**config.mk**
```make
export PLATFORM = sky130hd
export DESIGN_NAME = btn_debounce_multi_flat
export DESIGN_NICKNAME = d
export VERILOG_FILES = /design/src/rtl/btn_debounce_multi_if.sv /design/src/rtl/btn_debounce_multi.sv /design/src/flat_wrapper.sv
export SDC_FILE = /design/constraint.sdc
export NUM_CORES = 1
export LEC_CHECK = 0
export BUFFER_PORTS_ARGS = -buffer_cell sky130_fd_sc_hd__buf_2
export CORE_ASPECT_RATIO = 1.5
export CORE_MARGIN = 2
export CORE_UTILIZATION = 26
export DETAILED_ROUTE_END_ITERATION = 10
export PLACE_DENSITY = 0.48
export SLEW_MARGIN = 20
export SYNTH_ARGS = -nofsm -noshare
export SYNTH_HDL_FRONTEND = slang
export SYNTH_SLANG_ARGS = --single-unit
```
**constraint.sdc**
```tcl
create_clock -name i_clk -period 1.5 [get_ports i_clk]
set_input_delay 0.075 -clock i_clk [delete_from_list [all_inputs] [get_ports i_clk]]
set_output_delay 0.075 -clock i_clk [all_outputs]
set_load 0.02 [all_outputs]
```
**src/rtl/btn_debounce_multi_if.sv**
```systemverilog
// ----------------------------------------------------------------------------
// btn_debounce_multi_if
// Bundles the sample tick, the raw button inputs and the debounced outputs
// of btn_debounce_multi into one interface.
//
// Signals:
//   i_ena      sample-tick strobe, one clock wide
//   i_btn      raw asynchronous button inputs, active-high
//   o_state    debounced level per channel
//   o_press    one-clock pulse on an accepted 0->1 transition
//   o_release  one-clock pulse on an accepted 1->0 transition
//   o_repeat   one-clock auto-repeat pulse (0 when auto-repeat is not built)
//
// Modports:
//   master  the button / tick source that observes the results
//   slave   the debouncer itself
// ----------------------------------------------------------------------------
interface btn_debounce_multi_if #(
  parameter int N_BTN = 4
);

  logic             i_ena;
  logic [N_BTN-1:0] i_btn;
  logic [N_BTN-1:0] o_state;
  logic [N_BTN-1:0] o_press;
  logic [N_BTN-1:0] o_release;
  logic [N_BTN-1:0] o_repeat;

  modport master (
    output i_ena,
    output i_btn,
    input  o_state,
    input  o_press,
    input  o_release,
    input  o_repeat
  );

  modport slave (
    input  i_ena,
    input  i_btn,
    output o_state,
    output o_press,
    output o_release,
    output o_repeat
  );

endinterface

```
**src/rtl/btn_debounce_multi.sv**
```systemverilog
// ----------------------------------------------------------------------------
// btn_debounce_multi
// Multi-channel button debouncer for the clock-setting UI. Every channel
// synchronises its raw input through two flops and accepts a new level only
// after it has persisted for STABLE_TICKS consecutive i_ena ticks. Accepted
// transitions produce registered one-clock press / release pulses.
//
// Optional feature (macro BTN_AUTO_REPEAT_EN): a per-channel IDLE/HOLD/RPT
// state machine emits o_repeat pulses while a button stays held, first
// HOLD_TICKS ticks after the press, then every REPEAT_TICKS ticks. Without
// the macro no repeat logic exists and o_repeat is tied to 0.
//
// Ports:
//   i_clk   system clock, rising edge
//   i_rst   synchronous active-high reset, takes priority over i_ena
//   bus_if  btn_debounce_multi_if.slave: i_ena, i_btn in;
//           o_state, o_press, o_release, o_repeat out
// ----------------------------------------------------------------------------
module btn_debounce_multi #(
  parameter int N_BTN        = 4,
  parameter int STABLE_TICKS = 5,
  parameter int HOLD_TICKS   = 250,
  parameter int REPEAT_TICKS = 50
) (
  input  logic                  i_clk,
  input  logic                  i_rst,
  btn_debounce_multi_if.slave   bus_if
);

  // Counter only has to reach STABLE_TICKS-1, so it can never wrap.
  localparam int                CNT_W    = $clog2(STABLE_TICKS + 1);
  localparam logic [CNT_W-1:0]  CNT_LAST = CNT_W'(STABLE_TICKS - 1);

  // Illegal parameter values would silently break the counters.
  if ((STABLE_TICKS < 1) || (HOLD_TICKS < 1) || (REPEAT_TICKS < 1)) begin : g_param_check
    $error("btn_debounce_multi: tick parameters must be >= 1");
  end

  logic [N_BTN-1:0] sync1_q,   sync1_d;
  logic [N_BTN-1:0] sync2_q,   sync2_d;
  logic [N_BTN-1:0] state_q,   state_d;
  logic [N_BTN-1:0] press_q,   press_d;
  logic [N_BTN-1:0] release_q, release_d;
  logic [CNT_W-1:0] cnt_q [N_BTN];
  logic [CNT_W-1:0] cnt_d [N_BTN];

  // Next-state of synchronisers, stable counters, debounced level and pulses.
  always_comb begin
    sync1_d   = sync1_q;
    sync2_d   = sync2_q;
    state_d   = state_q;
    press_d   = {N_BTN{1'b0}};
    release_d = {N_BTN{1'b0}};
    for (int k = 0; k < N_BTN; k++) begin
      cnt_d[k] = cnt_q[k];
    end
    if (bus_if.i_ena) begin
      sync1_d = bus_if.i_btn;
      sync2_d = sync1_q;
      for (int k = 0; k < N_BTN; k++) begin
        if (sync2_q[k] == state_q[k]) begin
          // Input agrees with the accepted level: any partial run is discarded.
          cnt_d[k] = {CNT_W{1'b0}};
        end else if (cnt_q[k] == CNT_LAST) begin
          state_d[k]   = sync2_q[k];
          cnt_d[k]     = {CNT_W{1'b0}};
          press_d[k]   = sync2_q[k];
          release_d[k] = ~sync2_q[k];
        end else begin
          cnt_d[k] = cnt_q[k] + CNT_W'(1);
        end
      end
    end else begin
      // No tick: everything holds and the pulse defaults stay low.
      sync1_d = sync1_q;
    end
  end

  // Debounce state registers with synchronous reset.
  always_ff @(posedge i_clk) begin
    if (i_rst) begin
      sync1_q   <= {N_BTN{1'b0}};
      sync2_q   <= {N_BTN{1'b0}};
      state_q   <= {N_BTN{1'b0}};
      press_q   <= {N_BTN{1'b0}};
      release_q <= {N_BTN{1'b0}};
      for (int k = 0; k < N_BTN; k++) begin
        cnt_q[k] <= {CNT_W{1'b0}};
      end
    end else begin
      sync1_q   <= sync1_d;
      sync2_q   <= sync2_d;
      state_q   <= state_d;
      press_q   <= press_d;
      release_q <= release_d;
      for (int k = 0; k < N_BTN; k++) begin
        cnt_q[k] <= cnt_d[k];
      end
    end
  end

  assign bus_if.o_state   = state_q;
  assign bus_if.o_press   = press_q;
  assign bus_if.o_release = release_q;

`ifdef BTN_AUTO_REPEAT_EN

  localparam int RMAX   = (HOLD_TICKS > REPEAT_TICKS) ? HOLD_TICKS : REPEAT_TICKS;
  localparam int RCNT_W = $clog2(RMAX + 1);
  localparam logic [RCNT_W-1:0] HOLD_LAST = RCNT_W'(HOLD_TICKS - 1);
  localparam logic [RCNT_W-1:0] RPT_LAST  = RCNT_W'(REPEAT_TICKS - 1);

  typedef enum logic [1:0] {
    ST_IDLE = 2'b00,
    ST_HOLD = 2'b01,
    ST_RPT  = 2'b10
  } rpt_state_e;

  rpt_state_e        rpt_q  [N_BTN];
  rpt_state_e        rpt_d  [N_BTN];
  logic [RCNT_W-1:0] rcnt_q [N_BTN];
  logic [RCNT_W-1:0] rcnt_d [N_BTN];
  logic [N_BTN-1:0]  repeat_q, repeat_d;

  // Auto-repeat next-state: follows the same-tick press/release decisions.
  always_comb begin
    repeat_d = {N_BTN{1'b0}};
    for (int k = 0; k < N_BTN; k++) begin
      rpt_d[k]  = rpt_q[k];
      rcnt_d[k] = rcnt_q[k];
    end
    if (bus_if.i_ena) begin
      for (int k = 0; k < N_BTN; k++) begin
        if (release_d[k]) begin
          // Release wins: no repeat can fire on the release tick.
          rpt_d[k]  = ST_IDLE;
          rcnt_d[k] = {RCNT_W{1'b0}};
        end else begin
          case (rpt_q[k])
            ST_IDLE: begin
              if (press_d[k]) begin
                rpt_d[k]  = ST_HOLD;
                rcnt_d[k] = {RCNT_W{1'b0}};
              end else begin
                rpt_d[k] = ST_IDLE;
              end
            end
            ST_HOLD: begin
              if (rcnt_q[k] == HOLD_LAST) begin
                repeat_d[k] = 1'b1;
                rcnt_d[k]   = {RCNT_W{1'b0}};
                rpt_d[k]    = ST_RPT;
              end else begin
                rcnt_d[k] = rcnt_q[k] + RCNT_W'(1);
              end
            end
            ST_RPT: begin
              if (rcnt_q[k] == RPT_LAST) begin
                repeat_d[k] = 1'b1;
                rcnt_d[k]   = {RCNT_W{1'b0}};
              end else begin
                rcnt_d[k] = rcnt_q[k] + RCNT_W'(1);
              end
            end
            default: begin
              rpt_d[k]  = ST_IDLE;
              rcnt_d[k] = {RCNT_W{1'b0}};
            end
          endcase
        end
      end
    end else begin
      repeat_d = {N_BTN{1'b0}};
    end
  end

  // Auto-repeat state, counter and pulse registers.
  always_ff @(posedge i_clk) begin
    if (i_rst) begin
      repeat_q <= {N_BTN{1'b0}};
      for (int k = 0; k < N_BTN; k++) begin
        rpt_q[k]  <= ST_IDLE;
        rcnt_q[k] <= {RCNT_W{1'b0}};
      end
    end else begin
      repeat_q <= repeat_d;
      for (int k = 0; k < N_BTN; k++) begin
        rpt_q[k]  <= rpt_d[k];
        rcnt_q[k] <= rcnt_d[k];
      end
    end
  end

  assign bus_if.o_repeat = repeat_q;

`else

  assign bus_if.o_repeat = {N_BTN{1'b0}};

`endif

endmodule

```
**src/flat_wrapper.sv**
```systemverilog
// flat-port wrapper written by rule: the top's interface ports become plain ports
module btn_debounce_multi_flat 
#(
  parameter int N_BTN        = 4,
  parameter int STABLE_TICKS = 5,
  parameter int HOLD_TICKS   = 250,
  parameter int REPEAT_TICKS = 50
)
  (i_clk, i_rst, bus_if_i_ena, bus_if_i_btn, bus_if_o_state, bus_if_o_press, bus_if_o_release, bus_if_o_repeat);
  btn_debounce_multi_if #(.N_BTN(N_BTN)) bus_if_i ();
  input  logic i_clk;
  input  logic i_rst;
  input wire logic [$bits(bus_if_i.i_ena)-1:0] bus_if_i_ena;
  input wire logic [$bits(bus_if_i.i_btn)-1:0] bus_if_i_btn;
  output wire logic [$bits(bus_if_i.o_state)-1:0] bus_if_o_state;
  output wire logic [$bits(bus_if_i.o_press)-1:0] bus_if_o_press;
  output wire logic [$bits(bus_if_i.o_release)-1:0] bus_if_o_release;
  output wire logic [$bits(bus_if_i.o_repeat)-1:0] bus_if_o_repeat;
  assign bus_if_i.i_ena = bus_if_i_ena;
  assign bus_if_i.i_btn = bus_if_i_btn;
  assign bus_if_o_state = bus_if_i.o_state;
  assign bus_if_o_press = bus_if_i.o_press;
  assign bus_if_o_release = bus_if_i.o_release;
  assign bus_if_o_repeat = bus_if_i.o_repeat;
  btn_debounce_multi #(.N_BTN(N_BTN), .STABLE_TICKS(STABLE_TICKS), .HOLD_TICKS(HOLD_TICKS), .REPEAT_TICKS(REPEAT_TICKS)) u_core (.i_clk(i_clk), .i_rst(i_rst), .bus_if(bus_if_i));
endmodule
```
Word-level counts from Yosys, hierarchy flattened
Memory sizes are Yosys's and may differ from the RTL's.
Index checks and enable logic that the tools add are counted.
- register bits: 20
- logic and storage cells: 68
- memories: 1
- RAM bits: 12
- input bits: 7
- reduce and logical (&&, ||, !) cells: 8
- bitwise operators: 17
- multiplexer cells: 16
- equal/unequal tests: 8
- add/sub/neg operators: 4
- memories (memory ; words ; bits a word ; rd ports ; clocked after memory_dff ; write ports ; line ; source):
    u_core.cnt_q ; 4 ; 3 ; 4 ; 0 ; 4 ; btn_debounce_multi.sv:44 ; logic [CNT_W-1:0] cnt_q [N_BTN];
- operators with widths (kind ; count):
    $mux W3 ; 12
    $reduce_or A4 Y1 ; 4
    $not A1 Y1 ; 13
    $add A3 B1 Y3 const B ; 4
    $eq A3 B3 Y1 const B ; 4
    $mux W12 ; 1
    $reduce_and A3 Y1 ; 4
    $eq A1 B1 Y1 ; 4
    $or A1 B1 Y1 ; 4
    $mux W1 ; 3

Logic depth before layout (Yosys ltp)
Gate-level depths: netlist (run 1).
An unclocked memory read counts as a cell.
- depth in word-level cells: 6
- gate-level depth with buffers: 5
- mapped depth without buffers: 5

Least setup slack after synthesis (run 1)
OpenSTA, ideal clock, no wires.
- path type: reg2reg
- start: mem u_core.cnt_q[2][0] (netlist bit)
- end: mem u_core.cnt_q[2][2] (netlist bit)
- clock period less this slack: 1089 ps
- buffers on the path: 0
- setup time: 74 ps
- data required time: 1426 ps
- slack: 411 ps
- cell stages (with the launch flop): 6
- arrival: 1014 ps
- cells stage by stage: dfxtp_1 > inv_1 > ha_1 > nor4b_1 > o21ai_0 > o21ai_0
- RTL lines (item ; line):
    start, declared ; btn_debounce_multi.sv:44

==> results.py, run 1 <==
metrics = {
    "run_status": {
        "status": "completed",
    },
    "logic_synthesis": {
        "ys_types": 20,
        "synthCells": 151,
        "ys_ff_latch": 32,
        "ys_warn_count": 0,
        "avgSynthCellArea_um2": 9.69,
        "netlist_area_mm2": 0.00146,
        "synth_seq_area_share": 0.438,
    },
    "flow_run": {
        "drv_cap": 0,
    },
    "pwr": {
        "leakage_nw": 0.704,
        "ir_drop_uv": 318,
        "power_density_mw_per_mm2": 972,
        "power_mw": 1.66,
    },
    "floorplanning": {
        "rows": 33,
        "dieArea_mm2": 0.00626,
        "core_mm2": 0.00545,
        "fp.dieH_um": 95.9,
        "die_w_um": 65.3,
        "io_pins": 23,
        "start_util": 0.269,
    },
    "routing": {
        "vias": 1074,
        "drc": 0,
        "wl_per_cell_um": 11.1,
        "dr.pass1.iters": 4,
        "wirelength_um": 2700,
        "dr.first_iter.drc_count": 20,
        "drtAntennaViolNets": 0,
        "viasPerCell": 4.40,
    },
    "global_route": {
        "grt_max_degree": 15,
        "track_usage": 0.0913,
        "grt.overflow.total": 0,
        "grt_pass1_wl_um": 4380,
        "antenna_found_initial": 0,
        "first_global_vias": 1050,
    },
    "placed_design": {
        "gp_congestion": 0.708,
        "place_hpwl_um": 1950,
        "numPortBuffers": 18,
        "pre_cts_slack_ns": 0.307,
    },
    "cells_and_area": {
        "fillers": 602,
        "final_nets": 188,
        "multiInputGateArea_um2": 719,
        "ff_latch_area_um2": 641,
        "final_util": 0.313,
        "area_growth_pct": 16.6,
        "n_antenna_cell": 0,
        "drive_gt1_frac": 0.190,
    },
    "timing": {
        "post-route-period-util": 0.821,
        "setup_tns_ns": 0,
        "hold_ws_ns": 0.0335,
        "fin_crit_ns": 1.23,
        "fmax_ghz": 0.812,
        "worst_slack_ns": 0.268,
        "grt_setup_unrepaired": "no",
        "slew_violations": 0,
        "hold_viol": 0,
        "setup_viol": 0,
        "skew_ns": 0.00690,
    },
    "worst_setup_path": {
        "required_ns": 1.72,
        "critPathLaunchType": "flip-flop",
        "path_class": "flip-flop to flip-flop",
        "cp.arrival_ns": 1.45,
        "cp-end-kind": "flip-flop",
        "worstPathMaxFanout": 3,
        "r2r_cells": 5,
    },
    "clock_tree": {
        "cts_sinks": 32,
        "htree_levels": 2,
        "cts_setup_buffers": 0,
        "clockBufferDepth": 2,
        "cts_root_buffer": "clkbuf_8",
        "tritoncts": "done",
        "numCtsBuffers": 5,
        "clk_pin_slew_ns": 0.07,
        "cts.hold.buffers_added": 0,
        "post_cts_resize_count": 0,
        "clock_latency_ns": 0.28,
    },
    "min_path": {
        "hold_path.class": "primary input to flip-flop",
        "hold_depth": 3,
    },
}
==> critical path, stage by stage, from the launching register on <==
cell and delay (ns):
dfxtp_1 0.36, inv_1 0.07, ha_1 0.23, nor4b_1 0.30
o21ai_0 0.12, o21ai_0 0.08
==> registers in the layout (all words and copies together) (netlist names) <==
| signal | count |
|---|---|
| u_core.sync1_q | 4 |
| u_core.bus_if.o_press | 4 |
| u_core.bus_if.o_release | 4 |
| u_core.sync2_q | 4 |
| u_core.cnt_q | 12 |
| u_core.bus_if.o_state | 4 |
==> cells in the mapped netlist, drive strengths merged <==
cell	instances	area (um^2)
buf	12	81.3
xor2	4	35.0
a21oi	8	40.0
nand3	7	35.0
nor2	12	45.0
nand4	5	31.3
conb	1	3.75
nand2b	13	81.3
ha	8	100
mux2i	12	120
nor4	1	6.26
dfxtp	32	641
nor4b	11	115
nor4bb	4	40.0
nand2	4	15.0
o21ai	8	40.0
inv	9	33.8
==> cells by family after synthesis <==
logic type | Yosys count | synth area share
AND/OR/NAND/NOR | 57 | 0.252
flip-flops | 32 | 0.438
buffers and inverters | 21 | 0.0786
AO/OA/AOI/OAI | 16 | 0.0547
multiplexers | 12 | 0.0821
adder cells (fa/ha/maj) | 8 | 0.0684
XOR/XNOR | 4 | 0.0239
other | 1 | 0.00256
==> stage by stage <==
| stage | cells | cell area [um^2] |
|---|---|---|
| 5_1_grt | 244 | 1710 |
| 6_report | 244 | 1710 |
| 4_1_cts | 244 | 1710 |
| 3_5_place_dp | 236 | 1620 |
| 2_1_floorplan | 154 | 1480 |
| 3_3_place_gp | 236 | 1620 |
==> per-layer routing <==
metal | routed length (um) | GRT usage | vias to the layer above
met5 | 0 | 0 | -
met4 | 68 | 0.0625 | 0
met3 | 72 | 0.0199 | 5
met2 | 1420 | 0.166 | 11
met1 | 1140 | 0.0915 | 504
li1 | - | - | 554
==> layout by cell type (no fill, tap or decap), drive strengths merged <==
cell type,count
nor4,1
xor2,4
mux2i,12
o21ai,8
buf,24
inv,9
nand2b,13
conb,4
nor4bb,4
a21oi,8
dfxtp,32
nand3,7
clkbuf,8
ha,8
nand2,4
nor4b,11
nand4,5
nor2,12
==> power breakdown <==
group          leakage (nW)  internal [mW]  total [mW]  switching [mW]
registers             0.259          0.861       0.871         0.00980
clock network        0.0455          0.374       0.689           0.315
logic                 0.400         0.0405      0.0985          0.0580
==> path summary, 6_finish.rpt <==
path | start | to | slack (ns)
hold reg to reg | u_core.cnt_q[3][1]$_SDFFE_PP0P_ | u_core.cnt_q[3][1]$_SDFFE_PP0P_ | 0.49
hold / removal | bus_if_i_btn[0] | u_core.sync1_q[0]$_SDFFE_PP0P_ | 0.03
setup reg to reg | u_core.cnt_q[1][0]$_SDFFE_PP0P_ | u_core.cnt_q[1][2]$_SDFFE_PP0P_ | 0.27
setup / recovery | u_core.cnt_q[1][0]$_SDFFE_PP0P_ | u_core.cnt_q[1][2]$_SDFFE_PP0P_ | 0.27
==> final cells by class <==
cell class              count  share of cell area
well taps                  70              0.0513
inverters                   9              0.0198
multi-input cells         101               0.422
flip-flops and latches     32               0.375
repair buffers             24              0.0792
clock buffers               8              0.0528
(Power assumes the default switching activity.)
==> inputs of run 2 (changes only) <==
- ABC_AREA: not set -> 1
- clock period: 1.5 -> 1.2 ns (I/O delays scaled with it)
==> results.py, run 2 <==
metrics = {
    "timing": {
        "grt_setup_unrepaired": "no",
        "skew_ns": 0.00896,
        "setup_tns_ns": 0,
        "fin_crit_ns": 1.08,
        "fmax_ghz": 0.930,
        "slew_violations": 0,
        "setup_viol": 0,
        "hold_viol": 0,
        "post-route-period-util": 0.896,
    },
    "run_status": {
        "status": "completed",
    },
    "worst_setup_path": {
        "r2r_cells": 6,
        "cp_common_cell": "inv_1",
        "cp_cell_sequence": "inv_1, ha_1, nand2_1, nor3_2, nand3_1, inv_1",
        "required_ns": 1.43,
        "cp-end-kind": "flip-flop",
        "cp.arrival_ns": 1.30,
        "timing.rr.start": "u_core.cnt_q[0][0]$_SDFFE_PP0P_",
        "critPathLaunchType": "flip-flop",
        "path_class": "flip-flop to flip-flop",
        "worstPathMaxFanout": 3,
        "crit_slowest_cell": "dfxtp_1",
        "crit_path_max_incr_delay_ns": 0.31,
        "r2r_slack_ns": 0.12,
        "r2r_end": "u_core.bus_if.o_release[0]$_SDFF_PP0_",
    },
    "floorplanning": {
        "fp.dieH_um": 98.9,
        "die_w_um": 67.3,
        "dieArea_mm2": 0.00665,
        "start_util": 0.270,
        "rows": 34,
        "io_pins": 23,
        "core_mm2": 0.00579,
    },
    "global_route": {
        "groute.layer.met3.usage": 0.0171,
        "grt_use_met1": 0.102,
        "met2_usage": 0.159,
        "grt.overflow.total": 0,
        "grt_max_degree": 29,
        "grt-busiest-layer": "met2",
        "track_usage": 0.0956,
        "antenna_found_initial": 0,
        "first_global_vias": 1127,
        "grt_pass1_wl_um": 4730,
    },
    "pwr": {
        "clkPwrFrac": 0.471,
        "p_int_mw": 1.88,
        "ir_drop_uv": 933,
        "p_switching_mw": 0.524,
        "p_seq_frac": 0.462,
        "power_density_mw_per_mm2": 1320,
        "leakage_nw": 0.843,
        "p_sw_frac": 0.218,
        "combPwrFrac": 0.067,
    },
    "logic_synthesis": {
        "ys_ff_latch": 32,
        "ys_warn_count": 0,
        "synth_most_common_cell": "nand2_1",
        "ys.flop_type": "dfxtp_1",
        "synthTopCellsByArea": "dfxtp_1 41%, nand2_1 10%, inv_1 7.9%",
        "synth-edff-count": 0,
        "ys_types": 19,
        "post-synth-top-area-cell": "dfxtp_1",
        "synth_top_family_by_area": "simple AND/OR/NAND/NOR gates",
        "async_flop_share": 0,
        "synthSimpleGateAreaFrac": 0.265,
        "ys_top_cells_by_count": "43 x nand2_1, 33 x inv_1, 32 x dfxtp_1",
        "yosys-mux-area-fraction": 0,
        "synth_seq_area_share": 0.410,
        "avgSynthCellArea_um2": 7.73,
        "synth_top_area_frac": 0.410,
        "synth_xor_area_frac": 0,
        "synth_compound_area_frac": 0.105,
        "synthCells": 202,
        "netlist_area_mm2": 0.00156,
        "synth_fa_ha_area_frac": 0.0641,
    },
    "cells_and_area": {
        "largest-register": "u_core.cnt_q",
        "n_antenna_cell": 0,
        "layout_commonest_cell": "nand2_1",
        "area_growth_pct": 16.3,
        "final_nets": 238,
        "final_cell_mix": "42 x nand2_1, 33 x inv_1, 31 x dfxtp_1",
        "instances_no_fill": 296,
        "fillers": 670,
        "largest_register_ff_count": 12,
        "drive_gt1_frac": 0.201,
    },
    "flow_run": {
        "drv_cap": 0,
    },
    "routing": {
        "viasPerCell": 4.10,
        "wirelength_um": 2710,
        "dr.pass1.iters": 4,
        "dr.first_iter.drc_count": 12,
        "drc": 0,
        "vias": 1215,
        "wl_per_cell_um": 9.15,
        "drtAntennaViolNets": 0,
    },
    "placed_design": {
        "gp_congestion": 0.686,
        "dpl.cell_count": 285,
        "place_hpwl_um": 1920,
        "numPortBuffers": 18,
    },
    "min_path": {
        "holdPathEnd": "u_core.sync1_q[0]$_SDFFE_PP0P_",
        "hold_depth": 3,
        "hold_path.class": "primary input to flip-flop",
        "hold_start": "bus_if_i_btn[0]",
    },
    "clock_tree": {
        "clockBufferDepth": 2,
        "tritoncts": "done",
        "clock_latency_ns": 0.29,
        "cts_sinks": 32,
        "cts_setup_buffers": 0,
        "numCtsBuffers": 5,
        "clk_pin_slew_ns": 0.06,
        "cts_root_buffer": "clkbuf_8",
        "htree_levels": 2,
    },
}
[run 2: cell count changes after synthesis, moves of 5 or more]
cell	change
a21oi_1	+7
mux2i_1	-12
inv_1	+24
nand2_1	+39
nor2_4	+7
nand2b_1	-13
nor4b_1	-8
buf_6	+5
nor2_1	+6
buf_2	-5
o21ai_1	+5
[run 2: critical path: cells and delay by family (launching register included)]
kind / cells / cell delay, ns
flip-flops: 1 / 0.31
adder cells (fa/ha/maj): 1 / 0.16
buffers and inverters: 2 / 0.13
AND/OR/NAND/NOR: 3 / 0.41
[run 2: layer usage]
layer / part of all wire / wire length (um) / vias up
li1: - / - / 656
met1: 0.42 / 1140 / 530
met2: 0.51 / 1370 / 22
met3: 0.034 / 91 / 7
met4: 0.039 / 105 / 0
met5: 0 / 0 / -
[run 2: how the worst max path moves through the flow]
stage	start	end	slack, ns	depth (start not counted)
after CTS	u_core.cnt_q[3][0]$_SDFFE_PP0P_	u_core.bus_if.o_state[3]$_SDFFE_PP0P_	0.07	5
after global routing	u_core.cnt_q[3][0]$_SDFFE_PP0P_	u_core.bus_if.o_state[3]$_SDFFE_PP0P_	0.01	6
final	u_core.cnt_q[0][0]$_SDFFE_PP0P_	u_core.bus_if.o_release[0]$_SDFF_PP0_	0.12	6
after global placement	u_core.cnt_q[3][0]$_SDFFE_PP0P_	u_core.bus_if.o_state[3]$_SDFFE_PP0P_	0.08	5
after detailed placement	u_core.cnt_q[3][0]$_SDFFE_PP0P_	u_core.bus_if.o_state[3]$_SDFFE_PP0P_	0.08	5
after floorplan	u_core.cnt_q[2][0]$_SDFFE_PP0P_	u_core.cnt_q[2][2]$_SDFFE_PP0P_	0.19	7
[run 2: what timing repair did]
action                                 CTS  global route
hold buffers                             3             0
endpoints found under the hold margin    3             0
gates resized for setup                  0             2
setup endpoints to repair                0             4
[run 2: kinds of logic (layout without fill, tap and decap cells)]
group           Yosys count  in the layout
simple gates             84             84
buf+inv                  45             64
compound gates           32             32
flops                    32             32
fa+ha+maj                 8              8
other cells               1              4
[run 2: area by class of cell]
| type | count | area, um^2 | area share |
|---|---|---|---|
| multi-input cells | 128 | 696 | 0.383 |
| flip-flops and latches | 32 | 642 | 0.354 |
| inverters | 35 | 141 | 0.0779 |
| repair buffers | 21 | 120 | 0.0662 |
| clock buffers | 7 | 96.3 | 0.0531 |
| well taps | 72 | 90.1 | 0.0496 |
| clock inverters | 1 | 30.0 | 0.0165 |
[run 2: through the flow]
stage                     hold WS, ns  area (um^2)  setup WS [ns]  power (mW)   util
final                          0.0360         1820          0.125        2.40  0.314
after global routing           0.0389         1820         0.0130        2.51  0.314
after CTS                      0.0169         1810         0.0718        2.44  0.313
after detailed placement        0.287         1660         0.0849        1.29  0.286
after global placement          0.283         1660         0.0778        1.29  0.286
after floorplan                 0.195         1570          0.186        1.28      -
[run 2: power by group through the flow]
stage / Combinational [mW] / Clock [mW] / Sequential [mW]
after global routing: 0.186 / 1.22 / 1.11
after CTS: 0.164 / 1.17 / 1.11
after global placement: 0.157 / 0 / 1.13
after floorplan: 0.154 / 0 / 1.13
final: 0.161 / 1.13 / 1.11
after detailed placement: 0.156 / 0 / 1.13
